--- src/rtl/btn_debounce_apb.sv ---
// Four-button debouncer with an APB register interface: synchronizers, per-button
// debounce FSMs, sticky press/release events and a level interrupt.
module btn_debounce_apb #(
  parameter int          NBTN    = 4,
  parameter logic [15:0] DEB_RST = 16'd1000
) (
  input  logic        pclk,
  input  logic        preset,
  input  logic [9:0]  paddr,
  input  logic        psel,
  input  logic        penable,
  input  logic        pwrite,
  input  logic [15:0] pwdata,
  output logic [15:0] prdata,
  output logic        pready,
  input  logic [3:0]  buttons,
  output logic        irq
);

  // state  | meaning
  // STABLE | synchronized input equals debounced level, counter idle at 0
  // COUNT  | synchronized input differs from level, counting consecutive edges
  typedef enum logic {STABLE, COUNT} deb_state_t;

  localparam logic [9:0] ADDR_LEVEL = 10'h000;
  localparam logic [9:0] ADDR_EVENT = 10'h002;
  localparam logic [9:0] ADDR_CTRL  = 10'h004;
  localparam logic [9:0] ADDR_LIMIT = 10'h006;

  logic [NBTN-1:0] sync1_q, sync2_q;
  logic [NBTN-1:0] level_q, level_d;
  deb_state_t      state_q [NBTN];
  deb_state_t      state_d [NBTN];
  logic [15:0]     cnt_q   [NBTN];
  logic [15:0]     cnt_d   [NBTN];
  logic [7:0]      event_q, event_d;
  logic [8:0]      ctrl_q;
  logic [15:0]     limit_q;
  logic [15:0]     limit_m1;
  logic            wr_en, rd_en;
  logic [NBTN-1:0] press_set, rel_set;
  logic [7:0]      event_clr;

  assign wr_en  = psel & penable & pwrite;
  assign rd_en  = psel & penable & ~pwrite;
  assign pready = 1'b1;

  // counter+1 >= L rewritten as counter >= L-1; a limit of 0 behaves as 1
  assign limit_m1 = (limit_q == 16'd0) ? 16'd0 : limit_q - 16'd1;

  always_ff @(posedge pclk or posedge preset) begin
    if (preset) begin
      sync1_q <= '0;
      sync2_q <= '0;
    end else begin
      sync1_q <= buttons;
      sync2_q <= sync1_q;
    end
  end

  always_ff @(posedge pclk or posedge preset) begin
    if (preset) begin
      for (int i = 0; i < NBTN; i++) begin
        state_q[i] <= STABLE;
        cnt_q[i]   <= 16'd0;
      end
      level_q <= '0;
    end else begin
      for (int i = 0; i < NBTN; i++) begin
        state_q[i] <= state_d[i];
        cnt_q[i]   <= cnt_d[i];
      end
      level_q <= level_d;
    end
  end

  always_comb begin
    level_d = level_q;
    for (int i = 0; i < NBTN; i++) begin
      state_d[i] = state_q[i];
      cnt_d[i]   = cnt_q[i];
      if (!ctrl_q[8]) begin
        state_d[i] = STABLE;
        cnt_d[i]   = 16'd0;
      end else begin
        case (state_q[i])
          STABLE, COUNT: begin
            if (sync2_q[i] == level_q[i]) begin
              state_d[i] = STABLE;
              cnt_d[i]   = 16'd0;
            end else if (cnt_q[i] >= limit_m1) begin
              level_d[i] = sync2_q[i];
              state_d[i] = STABLE;
              cnt_d[i]   = 16'd0;
            end else begin
              state_d[i] = COUNT;
              cnt_d[i]   = (cnt_q[i] == 16'hFFFF) ? cnt_q[i] : cnt_q[i] + 16'd1;
            end
          end
          default: begin
            state_d[i] = STABLE;
            cnt_d[i]   = 16'd0;
          end
        endcase
      end
    end
  end

  assign press_set = level_d & ~level_q;
  assign rel_set   = ~level_d & level_q;
  assign event_clr = (wr_en && paddr == ADDR_EVENT) ? pwdata[7:0] : 8'h00;
  // a set landing on the same edge as its clear wins
  assign event_d   = (event_q & ~event_clr) | {rel_set, press_set};

  always_ff @(posedge pclk or posedge preset) begin
    if (preset) begin
      event_q <= 8'h00;
      ctrl_q  <= 9'h000;
      limit_q <= DEB_RST;
    end else begin
      event_q <= event_d;
      if (wr_en && paddr == ADDR_CTRL)  ctrl_q  <= pwdata[8:0];
      if (wr_en && paddr == ADDR_LIMIT) limit_q <= pwdata;
    end
  end

  always_comb begin
    prdata = 16'h0000;
    if (rd_en) begin
      case (paddr)
        ADDR_LEVEL: prdata = {12'h000, level_q};
        ADDR_EVENT: prdata = {8'h00, event_q};
        ADDR_CTRL:  prdata = {7'h00, ctrl_q};
        ADDR_LIMIT: prdata = limit_q;
        default:    prdata = 16'h0000;
      endcase
    end
  end

  assign irq = ctrl_q[8] & |(event_q & ctrl_q[7:0]);

endmodule

--- config.mk ---
export PLATFORM = sky130hd
export DESIGN_NAME = btn_debounce_apb
export DESIGN_NICKNAME = d
export VERILOG_FILES = /design/src/rtl/btn_debounce_apb.sv
export SDC_FILE = /design/constraint.sdc
export NUM_CORES = 1
export LEC_CHECK = 0
export CAP_MARGIN = 20
export CORE_ASPECT_RATIO = 0.5
export CORE_MARGIN = 4
export CORE_UTILIZATION = 36
export CTS_BUF_LIST = sky130_fd_sc_hd__clkbuf_16
export CTS_CLUSTER_SIZE = 8
export DETAILED_ROUTE_END_ITERATION = 8
export GPL_TIMING_DRIVEN = 0
export MAX_ROUTING_LAYER = met4
export SYNTH_ARGS = -nofsm -noshare
export SYNTH_HDL_FRONTEND = slang
export SYNTH_SLANG_ARGS = --single-unit
export TNS_END_PERCENT = 1
--- constraint.sdc ---
create_clock -name pclk -period 3.4 [get_ports pclk]
set_input_delay 0.68 -clock pclk [delete_from_list [all_inputs] [get_ports pclk]]
set_output_delay 0.68 -clock pclk [all_outputs]
set_load 0.01 [all_outputs]
---- After elaboration in Yosys (flattened, before gate mapping) ----
Index checks and enable logic that the tools add are counted.
cells by class
  $add $sub $neg .......................... 5
  magnitude comparators ................... 4
  eq/ne operators ......................... 15
  multiplexer cells ....................... 32
  bitwise logic cells ..................... 13
  reduce and logical (&&, ||, !) cells .... 6
operators with widths
  operator                                                                 count
  16-bit two-way mux                                                       18
  16-bit by 1-bit adder with 16-bit output (second input constant)         4
  16-bit equality test (second input constant)                             4
  16-bit >= comparator                                                     4
  16-bit one-hot mux with 4 select lines                                   1
  10-bit by 3-bit equality test with 1-bit output (second input constant)  2
  8-bit AND                                                                2
  16-bit zero test                                                         1
  4-bit inequality test (second input constant)                            4
  16-bit by 1-bit subtractor with 16-bit output (second input constant)    1
  1-bit two-way mux                                                        12
  10-bit by 2-bit equality test with 1-bit output (second input constant)  1
  10-bit zero test                                                         1
  4-bit AND                                                                2
  8-bit two-way mux                                                        1
  4-bit inverter                                                           2
  8-bit inverter                                                           1
  8-bit bitwise OR                                                         1
  8-bit OR reduction                                                       1
  1-bit AND                                                                4
  1-bit equality test                                                      4
  1-bit logical AND                                                        3
  1-bit inverter                                                           1
word-level totals
  register bits after elaboration ......... 109
  input port bits ......................... 35
  output and inout bits ................... 18
  logic and storage cells ................. 85

---- Longest topological paths before layout ----
Gate-level depths: netlist of the first run.
  depth after elaboration ................. 9
  mapped depth ............................ 14
  depth with buffers taken out ............ 12

---- Worst setup path after synthesis of the first run ----
OpenSTA, ideal clock, no wires.
  kind .................................... register to register
  start ................................... register limit_q[4]
  end ..................................... register cnt_q[42] (netlist name)
  library setup time ...................... 94 ps
  arrival time ............................ 3,028 ps
  data required time ...................... 3,306 ps
  slack ................................... 278 ps
  stages on the path, launching flop included .. 14
  buffers on the path ..................... 2
  period minus slack after synthesis ...... 3,122 ps
  path through ............................ dfrtp_1 > clkbuf_1 > nor4_1 > and3_1 > nand2_1 > nor3_1 > mux2i_1 > ha_1 > nand4_1 > nor2_1 > a211oi_1 > nand3_1 > clkbuf_1 > a211oi_1
on the way
  cells in the longest elaborated chain, start to end .. 6
  elaborated cells between the ends (all ways) .. 8
ends and longest elaborated chain
  element                                                                                   line  text
  start: declaration                                                                        38    logic [15:0] limit_q;
  start signal: assignment                                                                  123   if (wr_en && paddr == ADDR_LIMIT) limit_q <= pwdata;
  16-bit by 1-bit subtractor with 16-bit output / 16-bit zero test (equally long branches)  49    assign limit_m1 = (limit_q == 16'd0) ? 16'd0 : limit_q - 16'd1;
  16-bit two-way mux (*)                                                                    49
  16-bit >= comparator (*)                                                                  91    end else if (cnt_q[i] >= limit_m1) begin
  16-bit two-way mux                                                                        91
  16-bit two-way mux                                                                        88    if (sync2_q[i] == level_q[i]) begin
  16-bit two-way mux                                                                        82    if (!ctrl_q[8]) begin
  end signal: indexed assignment                                                            71    cnt_q[i] <= cnt_d[i];
  end: declaration                                                                          34    logic [15:0] cnt_q [NBTN];
Mark *: on every way between the ends. The rest lies on a longest branch, timed or not.
A chain may end at the register's enable or synchronous reset.

---- Final worst setup path of the first run ----
  start ................................... register limit_q[10]
  end ..................................... register cnt_q[15] (netlist name)
The elaborated chain is that of the path after synthesis.

==> results of run 1 <==
==> power by group <==
group	leakage, nW	total, W	switching (W)	internal, W
sequential	1.42	0.00143	0.0000778	0.00136
clock	0.145	0.00105	0.000541	0.000510
combinational	2.28	0.000914	0.000576	0.000337
total	3.84	0.00340	0.00120	0.00220
==> cells by family (layout without fill, tap and decap cells) <==
| family | count (synthesis) | count (layout) | synth area share, % |
|---|---|---|---|
| DFF | 109 | 109 | 37.83 |
| adders and majority gates | 70 | 70 | 12.11 |
| xor gates and xnor gates | 41 | 41 | 4.967 |
| and+or+nand+nor | 302 | 302 | 21.50 |
| other | 1 | 1 | 0.05187 |
| buffers and inverters | 47 | 127 | 2.734 |
| AOI/OAI and AO/OA | 169 | 169 | 15.39 |
| muxes | 36 | 36 | 5.417 |
==> per-layer routing <==
metal  share of wire [%]  track usage (%)  vias up  wire length, microns
met3                 4.4            3.362       21                   879
met1                  48            24.71     3139                  9634
li1                    -                -     3030                     -
met5                   0                -        -                     0
met2                  46            29.43      130                  9111
met4                 1.6            5.621        0                   329
==> how the worst max path moves through the flow <==
stage                             from                     to  slack [ps]  cells after the start
3_3_place_gp    limit_q[4]$_DFFE_PP0P_   cnt_q[0]$_DFFE_PP0P_        -660                     13
5_1_grt        limit_q[10]$_DFFE_PP0P_   cnt_q[0]$_DFFE_PP0P_        -250                     13
2_1_floorplan   limit_q[4]$_DFFE_PP0P_  cnt_q[42]$_DFFE_PP0P_         280                     13
6_report       limit_q[10]$_DFFE_PP0P_  cnt_q[15]$_DFFE_PP0P_        -110                     13
3_5_place_dp    limit_q[4]$_DFFE_PP0P_   cnt_q[0]$_DFFE_PP0P_        -720                     13
4_1_cts                       paddr[8]              prdata[9]        -230                      8
==> what timing repair did <==
action	CTS	global route
gates resized for setup	36	46
setup endpoints to repair	91	90
buffers inserted	9	3
pin swaps	5	6
==> synthesized netlist by cell type (all sizes together), types with 3 or more instances <==
library cell,count
buf,7
a311oi,4
o211ai,6
xnor2,9
a32o,5
mux2,25
a22o,3
nand3,30
a21oi,50
o21ai,40
nor2,72
and2,11
and4,7
a31oi,7
dfrtp,103
ha,70
a41oi,3
xor2,32
a222oi,4
o21a,3
nand2b,4
nand2,75
nand4,26
dfstp,6
nor2b,4
a22oi,13
o2111ai,5
and3,12
a211oi,9
nor3,23
nor4,10
inv,26
or2,3
nor3b,6
clkbuf,14
mux2i,11
or3,14
==> critical path: stages, from the launching register on <==
cell      delay, ps
dfrtp_1         470
nor4_4          370
nand2_1         130
nor2_2          190
nand2_1         140
o21ai_0         400
ha_1            380
o21ai_0         200
nor2_1           70
a32oi_1         360
nand4_1         150
buf_4           210
buf_4           140
a311oi_1        190
==> per-stage QoR <==
step,hold WS (ps),setup TNS [ps]
after global placement,332.1,-41320
after floorplan,331.2,0
after global routing,356.5,-7525
final,350.4,-1472
after detailed placement,335.8,-43580
after CTS,354.9,-2504
==> sequential cells by signal (all words and copies together) (netlist names) <==
name / count
cnt_q: 64
ctrl_q: 9
event_q: 8
level_q: 4
limit_q: 16
sync1_q: 4
sync2_q: 4
==> final cells by class <==
type	count	area, sq um
inverters	26	101.3
plain buffers	20	116.4
multi-input cells	619	4486
fillers	1863	10880
clock inverters	7	57.56
flip-flops and latches	109	2736
repair buffers	65	656.9
clock buffers	9	225.2
well taps	266	332.8
==> placed cells by master, fill, tap and decap left out, drive strengths merged, types with 4 or more instances in the layout <==
| cell type | instances |
|---|---|
| dfrtp | 103 |
| nand2 | 75 |
| nor2 | 72 |
| ha | 70 |
| a21oi | 50 |
| o21ai | 40 |
| clkdlybuf4s50 | 33 |
| xor2 | 32 |
| nand3 | 30 |
| inv | 29 |
| nand4 | 26 |
| mux2 | 25 |
| buf | 24 |
| nor3 | 23 |
| clkbuf | 22 |
| or3 | 14 |
| a22oi | 13 |
| dlymetal6s2s | 13 |
| and3 | 12 |
| and2 | 11 |
| mux2i | 11 |
| nor4 | 10 |
| xnor2 | 9 |
| a211oi | 9 |
| and4 | 7 |
| a31oi | 7 |
| o211ai | 6 |
| dfstp | 6 |
| nor3b | 6 |
| o2111ai | 5 |
| a32o | 5 |
| nand2b | 4 |
| nor2b | 4 |
| a222oi | 4 |
| a311oi | 4 |
==> metrics.md, run 1 <==
| Metric | Value |
|---|---|
| # rows | `36` |
| Via-to-Cell Ratio | `5.638` |
| RSZ-0062 raised after global routing | `yes` |
| Non-filler cells, final | `1121` |
| Crit. End Element | `flip-flop` |
| Total track usage | `18.61%` |
| # DRC | `0` |
| Routed wire length | `19950 microns` |
| Fin crit period | `3514 ps` |
| Top cell type's share of synthesized area | `35.65%` |
| Measured slew at the worst slew-check pin | `953.1 ps` |
| Reg-to-Reg End | `cnt_q[15]$_DFFE_PP0P_` |
| Routability cong. | `0.8836` |
| Max Fclk | `284.6 MHz` |
| Pwr Total | `0.003400 W` |
| Synth Instances | `775` |
| Vias in the first global route | `6180` |
| Fraction of registers with async set/reset | `100.0%` |
| ANT cells | `0` |
| EDFF count, synth | `0` |
| CP Data Required Time | `3670 ps` |
| Status | `finished, violations left` |
| Nets@finish | `955` |
| Mean area per synthesized cell | `9.328 sq um` |
| Chip Width | `208.4 microns` |
| Largest cells by area after synthesis | `dfrtp_1 36%, ha_1 12%, mux2_2 3.9%` |
| Total CTS buffers | `9` |
| Cell Area, Synth | `7229 sq um` |
| Grt ovf | `0` |
| Placed cell areas | `8117 sq um` |
| Worst r2r path cells | `13` |
| I/O Pins | `53` |
| Slew headroom | `35.79%` |
| Fraction of layout cells with a size suffix above 1 | `14.85%` |
| Hold Fails Final Rpt | `0` |
| CP Launch Type | `flip-flop` |
| PnR worst setup slack | `-114.2 ps` |
| Wirelength per Cell | `17.80 microns` |
| Die area | `22550 sq um` |
| Crit-path max FO | `5` |
| Arr. time, crit path | `3790 ps` |
| Post-layout util | `44.46%` |
| Total number of vias | `6320` |
| DP Wirelength | `14560 microns` |
| Hold endpoint | `sync2_q[3]$_DFF_PP0_` |
| Global-route wire length before repair | `32480 microns` |
| Dpl cells | `1094` |
| Post-Syn Nets | `880` |
| Pre-CTS WS | `-723.7 ps` |
| Failing checks | `negative setup slack` |
| Pins over their slew limit | `0` |
| HP Class | `reg -> reg` |
| Die Span Y | `108.2 microns` |
| Total clock sinks | `109` |
| Core area | `19590 sq um` |
| CTS tree | `built` |
| Initial antenna violation count | `0` |
| R2r setup slk | `-110 ps` |
| Sequential area share after synthesis | `37.83%` |
| Worst vdd ir | `0.2859 mV` |
| Clk_lat worst skew | `380 ps` |
| Area grow syn2layout | `20.51%` |
| Synth Register Bits | `109` |
| Max cap viols | `0` |
| Number of synthesis warnings | `0` |
| DRT antenna net count | `0` |
| H-tree Lvls | `3` |
| Launching point of the worst reg2reg path | `limit_q[10]$_DFFE_PP0P_` |
| Root Buffer | `clkbuf_16` |
| HP Start | `sync1_q[3]$_DFF_PP0_` |
| Hold buffers post-CTS | `0` |
| Clock Skews | `11.89 ps` |
| Critical path class | `reg -> reg` |
| Largest net degree at the start of global routing | `40` |
| Clk buf depth | `2` |
| Setup violators final | `23` |
| Worst Hold Depth | `0` |
| Count of input and output buffers | `51` |
| Unique cell type count in the Yosys netlist | `66` |
| Leakage power | `3.843 nW` |
| Power density cells | `390.2 nW/um^2` |
| Post-synth top flop | `dfrtp_1` |
| Clock Pin Slew Worst Setup and Hold Paths | `80 ps` |
| DR pass1 iterations | `5` |
| Crit share post-route | `103.4%` |
| Initial Utilization | `36.90%` |
| DR iter-0 viols | `362` |
| Post-Layout Inst Area | `8712 sq um` |
| Synth area leader | `dfrtp_1` |
(Power assumes the default switching activity.)
==> run 2, diff against run 1 <==
--- a/config.mk
+++ b/config.mk
@@ -12,6 +12,7 @@
 export CTS_BUF_LIST = sky130_fd_sc_hd__clkbuf_16
 export CTS_CLUSTER_SIZE = 8
 export DETAILED_ROUTE_END_ITERATION = 8
+export DONT_BUFFER_PORTS = 1
 export GPL_TIMING_DRIVEN = 0
 export MAX_ROUTING_LAYER = met4
 export SYNTH_ARGS = -nofsm -noshare
==> metrics.md, run 2 (same netlist as run 1, synthesis figures left out) <==
| Metric | Value |
|---|---|
| DRT antenna net count | `0 (unchanged)` |
| Non-filler cells, final | `1075 (-4.1%)` |
| Fraction of layout cells with a size suffix above 1 | `18.67% (+3.8 points)` |
| Via-to-Cell Ratio | `5.643 (about the same)` |
| Clock Skews | `9.616 ps (-2.270 ps)` |
| Commonest non-fill, non-tap cells in the layout | `99 x dfrtp_1, 68 x ha_1, 63 x nor2_1` |
| Delay-heaviest family, CP | `simple AND/OR/NAND/NOR gates` |
| Number of fill cells in the layout | `1893 (+1.6%)` |
| CP Buf/Inv Count | `1 (-1)` |
| Worst-path cell chain | `buf_4 -> nor4_4 -> nand2_2 -> nor3b_2 -> xor2_1 -> nand2_2 -> ha_1 -> nand4_1 -> a211oi_1 -> a211oi_2 -> a21oi_2 -> mux2_2` |
| Launching point of the worst reg2reg path | `limit_q[0]$_DFFE_PP0P_` |
| Crit. End Element | `flip-flop` |
| Count of input and output buffers | `0 (-100%)` |
| Top reg by flops | `cnt_q` |
| Hold_ws | `135.3 ps (-215.2 ps)` |
| Slowest-stage cell, CP | `dfrtp_2` |
| Regs by FF count | `cnt_q: 64 flops, limit_q: 16 flops, ctrl_q: 9 flops` |
| Nets@finish | `909 (-4.8%)` |
| Setup TNS | `-58.23 ps (+1414 ps)` |
| Total track usage | `17.66% (-0.96 points)` |
| # DRC | `0 (unchanged)` |
| Pre-CTS WS | `-785.1 ps (-61.41 ps)` |
| Most common cell after layout, fill and taps aside | `dfrtp_1` |
| Total number of vias | `6066 (-4.0%)` |
| Status | `finished, violations left` |
| Chip Width | `208.4 microns (unchanged)` |
| Crit-path max FO | `4 (-1)` |
| Slew headroom | `47.74% (+12 points)` |
| DR pass1 iterations | `5 (unchanged)` |
| Total clock sinks | `109 (unchanged)` |
| # rows | `36 (unchanged)` |
| R2r setup slk | `-60 ps (+60 ps)` |
| Clk_lat worst skew | `370 ps (about the same)` |
| Routability cong. | `0.8678 (-1.8%)` |
| Area grow syn2layout | `15.58%` |
| Global-route wire length before repair | `30860 microns (-5.0%)` |
| Arr. time, crit path | `3710 ps (-80 ps)` |
| H-tree Lvls | `3 (unchanged)` |
| Power density cells | `412.3 nW/um^2 (+5.7%)` |
| Wirelength per Cell | `18.05 microns (+1.4%)` |
| Origin of the worst setup path | `limit_q[0]$_DFFE_PP0P_` |
| DP Wirelength | `14190 microns (-2.5%)` |
| Crit share post-route | `101.7% (-1.7 points)` |
| Initial antenna violation count | `0 (unchanged)` |
| Leakage power | `3.444 nW (-10%)` |
| Max cap viols | `0 (unchanged)` |
| Setup violators final | `2 (-91%)` |
| CP Launch Type | `flip-flop` |
| Failing checks | `negative setup slack` |
| Core area | `19590 sq um (unchanged)` |
| Die area | `22550 sq um (unchanged)` |
| DR iter-0 viols | `352 (-2.8%)` |
| Die Span Y | `108.2 microns (unchanged)` |
| Total CTS buffers | `9 (unchanged)` |
| Fin crit period | `3458 ps (-56.44 ps)` |
| Worst r2r path cells | `12 (-1)` |
| PnR worst setup slack | `-57.74 ps (+56.44 ps)` |
| Critical path class | `reg -> reg` |
| HP Class | `in -> async` |
| Pins over their slew limit | `0 (unchanged)` |
| CP Data Required Time | `3660 ps (about the same)` |
| Largest stage delay on the critical path | `450 ps (-20 ps)` |
| Vias in the first global route | `5799 (-6.2%)` |
| Largest net degree at the start of global routing | `36 (-10%)` |
| Top cell by count, worst path | `nand2_2` |
| Routed wire length | `19400 microns (-2.8%)` |
| Max Fclk | `289.2 MHz (+1.6%)` |
| Dpl cells | `1044 (-4.6%)` |
| RSZ-0062 raised after global routing | `yes` |
| Hold Fails Final Rpt | `0 (unchanged)` |
| Root Buffer | `clkbuf_16` |
| CP Depth | `12 (-1)` |
| Max reg flops | `64 (unchanged)` |
| Worst Setup EP | `level_q[1]$_DFF_PP0_` |
| Grt ovf | `0 (unchanged)` |
| Reg-to-Reg End | `level_q[1]$_DFF_PP0_` |
| CTS tree | `built` |
| I/O Pins | `53 (unchanged)` |
| Measured slew at the worst slew-check pin | `777.9 ps (-175.3 ps)` |
| Clock Pin Slew Worst Setup and Hold Paths | `80 ps (about the same)` |
| Worst vdd ir | `0.2284 mV (-20%)` |
| Initial Utilization | `36.90% (unchanged)` |
| Clk buf depth | `2 (unchanged)` |
| ANT cells | `0 (unchanged)` |
[run 2: cell types whose count changed in the layout (fill, tap and decap cells not counted), moves of 4 or more]
cell / previous run / this run
nand2_2: 8 / 12
nor2_1: 70 / 63
nor2_2: 2 / 7
clkdlybuf4s50_1: 33 / 0
clkbuf_2: 7 / 2
nand2_1: 67 / 61
dlymetal6s2s_1: 13 / 0
[run 2: how the worst min path moves through the flow]
stage                         start              endpoint  slack [ps]  cells after the start
6_report                     preset  sync1_q[3]$_DFF_PP0_         140                      1
5_1_grt                      preset  sync1_q[3]$_DFF_PP0_         130                      1
4_1_cts                      preset  sync1_q[3]$_DFF_PP0_         120                      1
3_5_place_dp   sync1_q[2]$_DFF_PP0_  sync2_q[2]$_DFF_PP0_         340                      0
3_3_place_gp   sync1_q[2]$_DFF_PP0_  sync2_q[2]$_DFF_PP0_         330                      0
2_1_floorplan  sync1_q[0]$_DFF_PP0_  sync2_q[0]$_DFF_PP0_         330                      0
[run 2: layer usage]
metal	wire length, microns	track usage (%)	vias up	share of wire [%]
li1	-	-	2946	-
met1	9270	23.22	2979	48
met2	8815	27.41	124	45
met3	1034	4.348	17	5.3
met4	283	5.059	0	1.5
met5	0	-	-	0
[run 2: layout make-up]
class	count	area [sq um]	area share (%)
clock inverters	7	66.31	0.7937
clock buffers	9	225.2	2.695
repair buffers	20	198.9	2.381
inverters	26	101.3	1.213
flip-flops and latches	109	2740	32.79
well taps	266	332.8	3.983
multi-input cells	619	4576	54.76
plain buffers	19	115.1	1.378
[run 2: power by group]
group / switching (W) / total [W] / internal (W)
Sequential: 0.0000769 / 0.00143 / 0.00136
Combinational: 0.000597 / 0.000961 / 0.000364
Clock: 0.000534 / 0.00105 / 0.000516
[run 2: through the flow]
step | total power (W) | util [%] | instance area (sq um)
after global placement | 0.002190 | 38.61 | 7566
final | 0.003445 | 42.64 | 8356
after detailed placement | 0.002219 | 38.92 | 7626
after CTS | 0.003356 | 41.21 | 8075
after global routing | 0.003649 | 42.64 | 8356
after floorplan | 0.001969 | - | 7233
[run 2: timing repair]
item                                    in CTS  in global routing
gates resized for setup                     35                 53
endpoints found under the setup margin      76                 65
hold buffers                                 0                  0
hold endpoints to repair                     0                  0
pin swaps                                    2                 18
cloned                                       0                  1
buffers inserted                             5                 11
==> run 3, diff against run 2 <==
==> constraint.sdc (replaced) <==
create_clock -name pclk -period 2.87 [get_ports pclk]
set_input_delay 0.574 -clock pclk [delete_from_list [all_inputs] [get_ports pclk]]
set_output_delay 0.574 -clock pclk [all_outputs]
set_load 0.01 [all_outputs]
==> metrics.md, run 3 (same netlist as run 1, synthesis figures left out) <==
| Metric | Value |
|---|---|
| CP Data Required Time | `3130 ps (-530 ps)` |
| Nets@finish | `924 (+1.7%)` |
| Commonest non-fill, non-tap cells in the layout | `99 x dfrtp_1, 62 x ha_1, 60 x nand2_1` |
| Total track usage | `18.84% (+1.2 points)` |
| Slowest-stage cell, CP | `dfrtp_2` |
| DP Wirelength | `14190 microns (unchanged)` |
| Total number of vias | `6232 (+2.7%)` |
| ANT cells | `0 (unchanged)` |
| Clock Skews | `6.679 ps (-2.936 ps)` |
| DRT antenna net count | `0 (unchanged)` |
| Largest net degree at the start of global routing | `36 (unchanged)` |
| Hold Fails Final Rpt | `0 (unchanged)` |
| Global-route wire length before repair | `32930 microns (+6.7%)` |
| # rows | `36 (unchanged)` |
| Die area | `22550 sq um (unchanged)` |
| Routed length on met3 | `1134 microns (+9.7%)` |
| Most common cell after layout, fill and taps aside | `dfrtp_1` |
| Fraction of layout cells with a size suffix above 1 | `24.64% (+6.0 points)` |
| # DRC | `0 (unchanged)` |
| Clock Pin Slew Worst Setup and Hold Paths | `80 ps (about the same)` |
| Max Used Layer | `met4` |
| Setup violators final | `76 (+74)` |
| Grt ovf | `0 (unchanged)` |
| Largest stage delay on the critical path | `460 ps (about the same)` |
| Post-Route M1 WL | `9586 microns (+3.4%)` |
| Max reg flops | `64 (unchanged)` |
| Worst vdd ir | `0.3206 mV (+40%)` |
| Hold buffers post-CTS | `0 (unchanged)` |
| Worst-path cell chain | `nor4_4 -> nand2_4 -> nor3b_2 -> xor2_1 -> nand2_2 -> ha_4 -> nand4_1 -> buf_4 -> nor2_4 -> a211oi_4 -> buf_4 -> a21oi_4 -> mux2_4` |
| DR pass1 iterations | `5 (unchanged)` |
| Max Fclk | `307.3 MHz (+6.2%)` |
| PnR worst setup slack | `-384.7 ps (-326.9 ps)` |
| Via-to-Cell Ratio | `5.717 (+1.3%)` |
| Chip Width | `208.4 microns (unchanged)` |
| CTS tree | `built` |
| CP Launch Type | `flip-flop` |
| Total clock sinks | `109 (unchanged)` |
| Met2 Wirelength | `9263 microns (+5.1%)` |
| HP Class | `in -> async` |
| Measured slew at the worst slew-check pin | `673.1 ps (-104.8 ps)` |
| Die Span Y | `108.2 microns (unchanged)` |
| Clk_lat worst skew | `370 ps (about the same)` |
| DR iter-0 viols | `369 (+4.8%)` |
| I/O Pins | `53 (unchanged)` |
| RSZ-0062 raised after global routing | `yes` |
| Status | `finished, violations left` |
| Crit-path max FO | `4 (unchanged)` |
| Initial Utilization | `36.90% (unchanged)` |
| Failing checks | `negative setup slack` |
| Arr. time, crit path | `3510 ps (-200 ps)` |
| Top reg by flops | `cnt_q` |
| Crit. End Element | `flip-flop` |
| Top cell by count, worst path | `buf_4` |
| Core area | `19590 sq um (unchanged)` |
| Initial antenna violation count | `0 (unchanged)` |
| Root Buffer | `clkbuf_16` |
| Routability cong. | `0.8678 (unchanged)` |
| Wirelength per Cell | `18.67 microns (+3.4%)` |
| Vias in the first global route | `6116 (+5.5%)` |
| Count of input and output buffers | `0 (unchanged)` |
| H-tree Lvls | `3 (unchanged)` |
| Leakage power | `3.627 nW (+5.3%)` |
| Total CTS buffers | `9 (unchanged)` |
| Pre-CTS WS | `-1315 ps (-530.0 ps)` |
| Critical path class | `reg -> reg` |
| Pins over their slew limit | `0 (unchanged)` |
| Clk buf depth | `2 (unchanged)` |
| Fin crit period | `3255 ps (-203.1 ps)` |
| Power density cells | `486.7 nW/um^2 (+18%)` |
| Setup TNS | `-15740 ps (-15680 ps)` |
| Slew headroom | `55.13% (+7.4 points)` |
| Max cap viols | `0 (unchanged)` |
| Regs by FF count | `cnt_q: 64 flops, limit_q: 16 flops, ctrl_q: 9 flops` |
| Crit share post-route | `113.4% (+12 points)` |
| Routed wire length | `20350 microns (+4.9%)` |
| Area grow syn2layout | `24.11%` |
==> run 3: cell count changes in the layout (fill, tap and decap cells not counted), moves of 4 or more <==
| cell | previous run | this run |
|---|---|---|
| nor3_1 | 20 | 15 |
| nor3_2 | 2 | 6 |
| nor2_2 | 7 | 12 |
| ha_1 | 68 | 62 |
| nor2_1 | 63 | 58 |
| o21ai_0 | 36 | 32 |
| nand2_2 | 12 | 2 |
| buf_4 | 16 | 26 |
| nand2_8 | 0 | 8 |
| ha_4 | 1 | 8 |
| a21oi_1 | 43 | 39 |
==> run 3: per-layer routing <==
layer	up-vias	track usage, %
met5	-	-
met4	0	5.012
met3	28	4.580
met2	152	29.45
met1	3069	24.79
li1	2983	-
==> run 3: area by class of cell <==
class	instances	area [sq um]
plain buffers	19	161.4
clock buffers	9	225.2
clock inverters	7	66.31
fillers	1817	10620
inverters	26	101.3
multi-input cells	619	4992
flip-flops and latches	109	2740
well taps	266	332.8
repair buffers	35	352.8
==> run 3: where the power goes <==
part	internal (W)	switching (W)	leakage, nW
Clock	0.000612	0.000641	0.147
Combinational	0.000599	0.000815	2.06
Sequential	0.00161	0.0000933	1.42
Total	0.00282	0.00155	3.63
==> run 3: repair_timing <==
item                                   4_1_cts  5_1_grt
gates resized for setup                    147       18
gates cloned                                 3        0
buffers inserted                            24        5
pin swaps                                   45       13
endpoints found under the hold margin        0        0
setup endpoints to repair                   80       92
==> run 3: critical path: cells and delay by family (launching register included) <==
kind	cells	cell delay (ps)
compound gates	2	300
xor+xnor	1	200
fa+ha+maj	1	310
buf+inv	2	370
flops	1	460
mux	1	320
simple gates	6	1180
==> run 3: final timing paths <==
| check | startpoint | endpoint | slack [ps] | cells past startpoint |
|---|---|---|---|---|
| hold reg to reg | sync1_q[2]$_DFF_PP0_ | sync2_q[2]$_DFF_PP0_ | 350 | 0 |
| max in group asynchronous | preset | limit_q[5]$_DFFE_PP1P_ | 2080 | 3 |
| setup / recovery | limit_q[1]$_DFFE_PP0P_ | level_q[1]$_DFF_PP0_ | -380 | 13 |
| hold / removal | preset | sync1_q[3]$_DFF_PP0_ | 30 | 1 |
| setup reg to reg | limit_q[1]$_DFFE_PP0P_ | level_q[1]$_DFF_PP0_ | -380 | 13 |
| min in group pclk | buttons[2] | sync1_q[2]$_DFF_PP0_ | 230 | 0 |
==> run 3: per-stage QoR <==
step,cells,total power (W),hold slack (ps),util (%),cell area [sq um]
after floorplan,775,0.002332,331.2,-,7233
after global placement,1041,0.002595,333.1,38.61,7566
after detailed placement,1044,0.002629,337.1,38.92,7626
after CTS,1085,0.004338,14.69,45.25,8866
after global routing,1090,0.004590,20.53,45.79,8972
final,1090,0.004367,27.66,45.79,8972
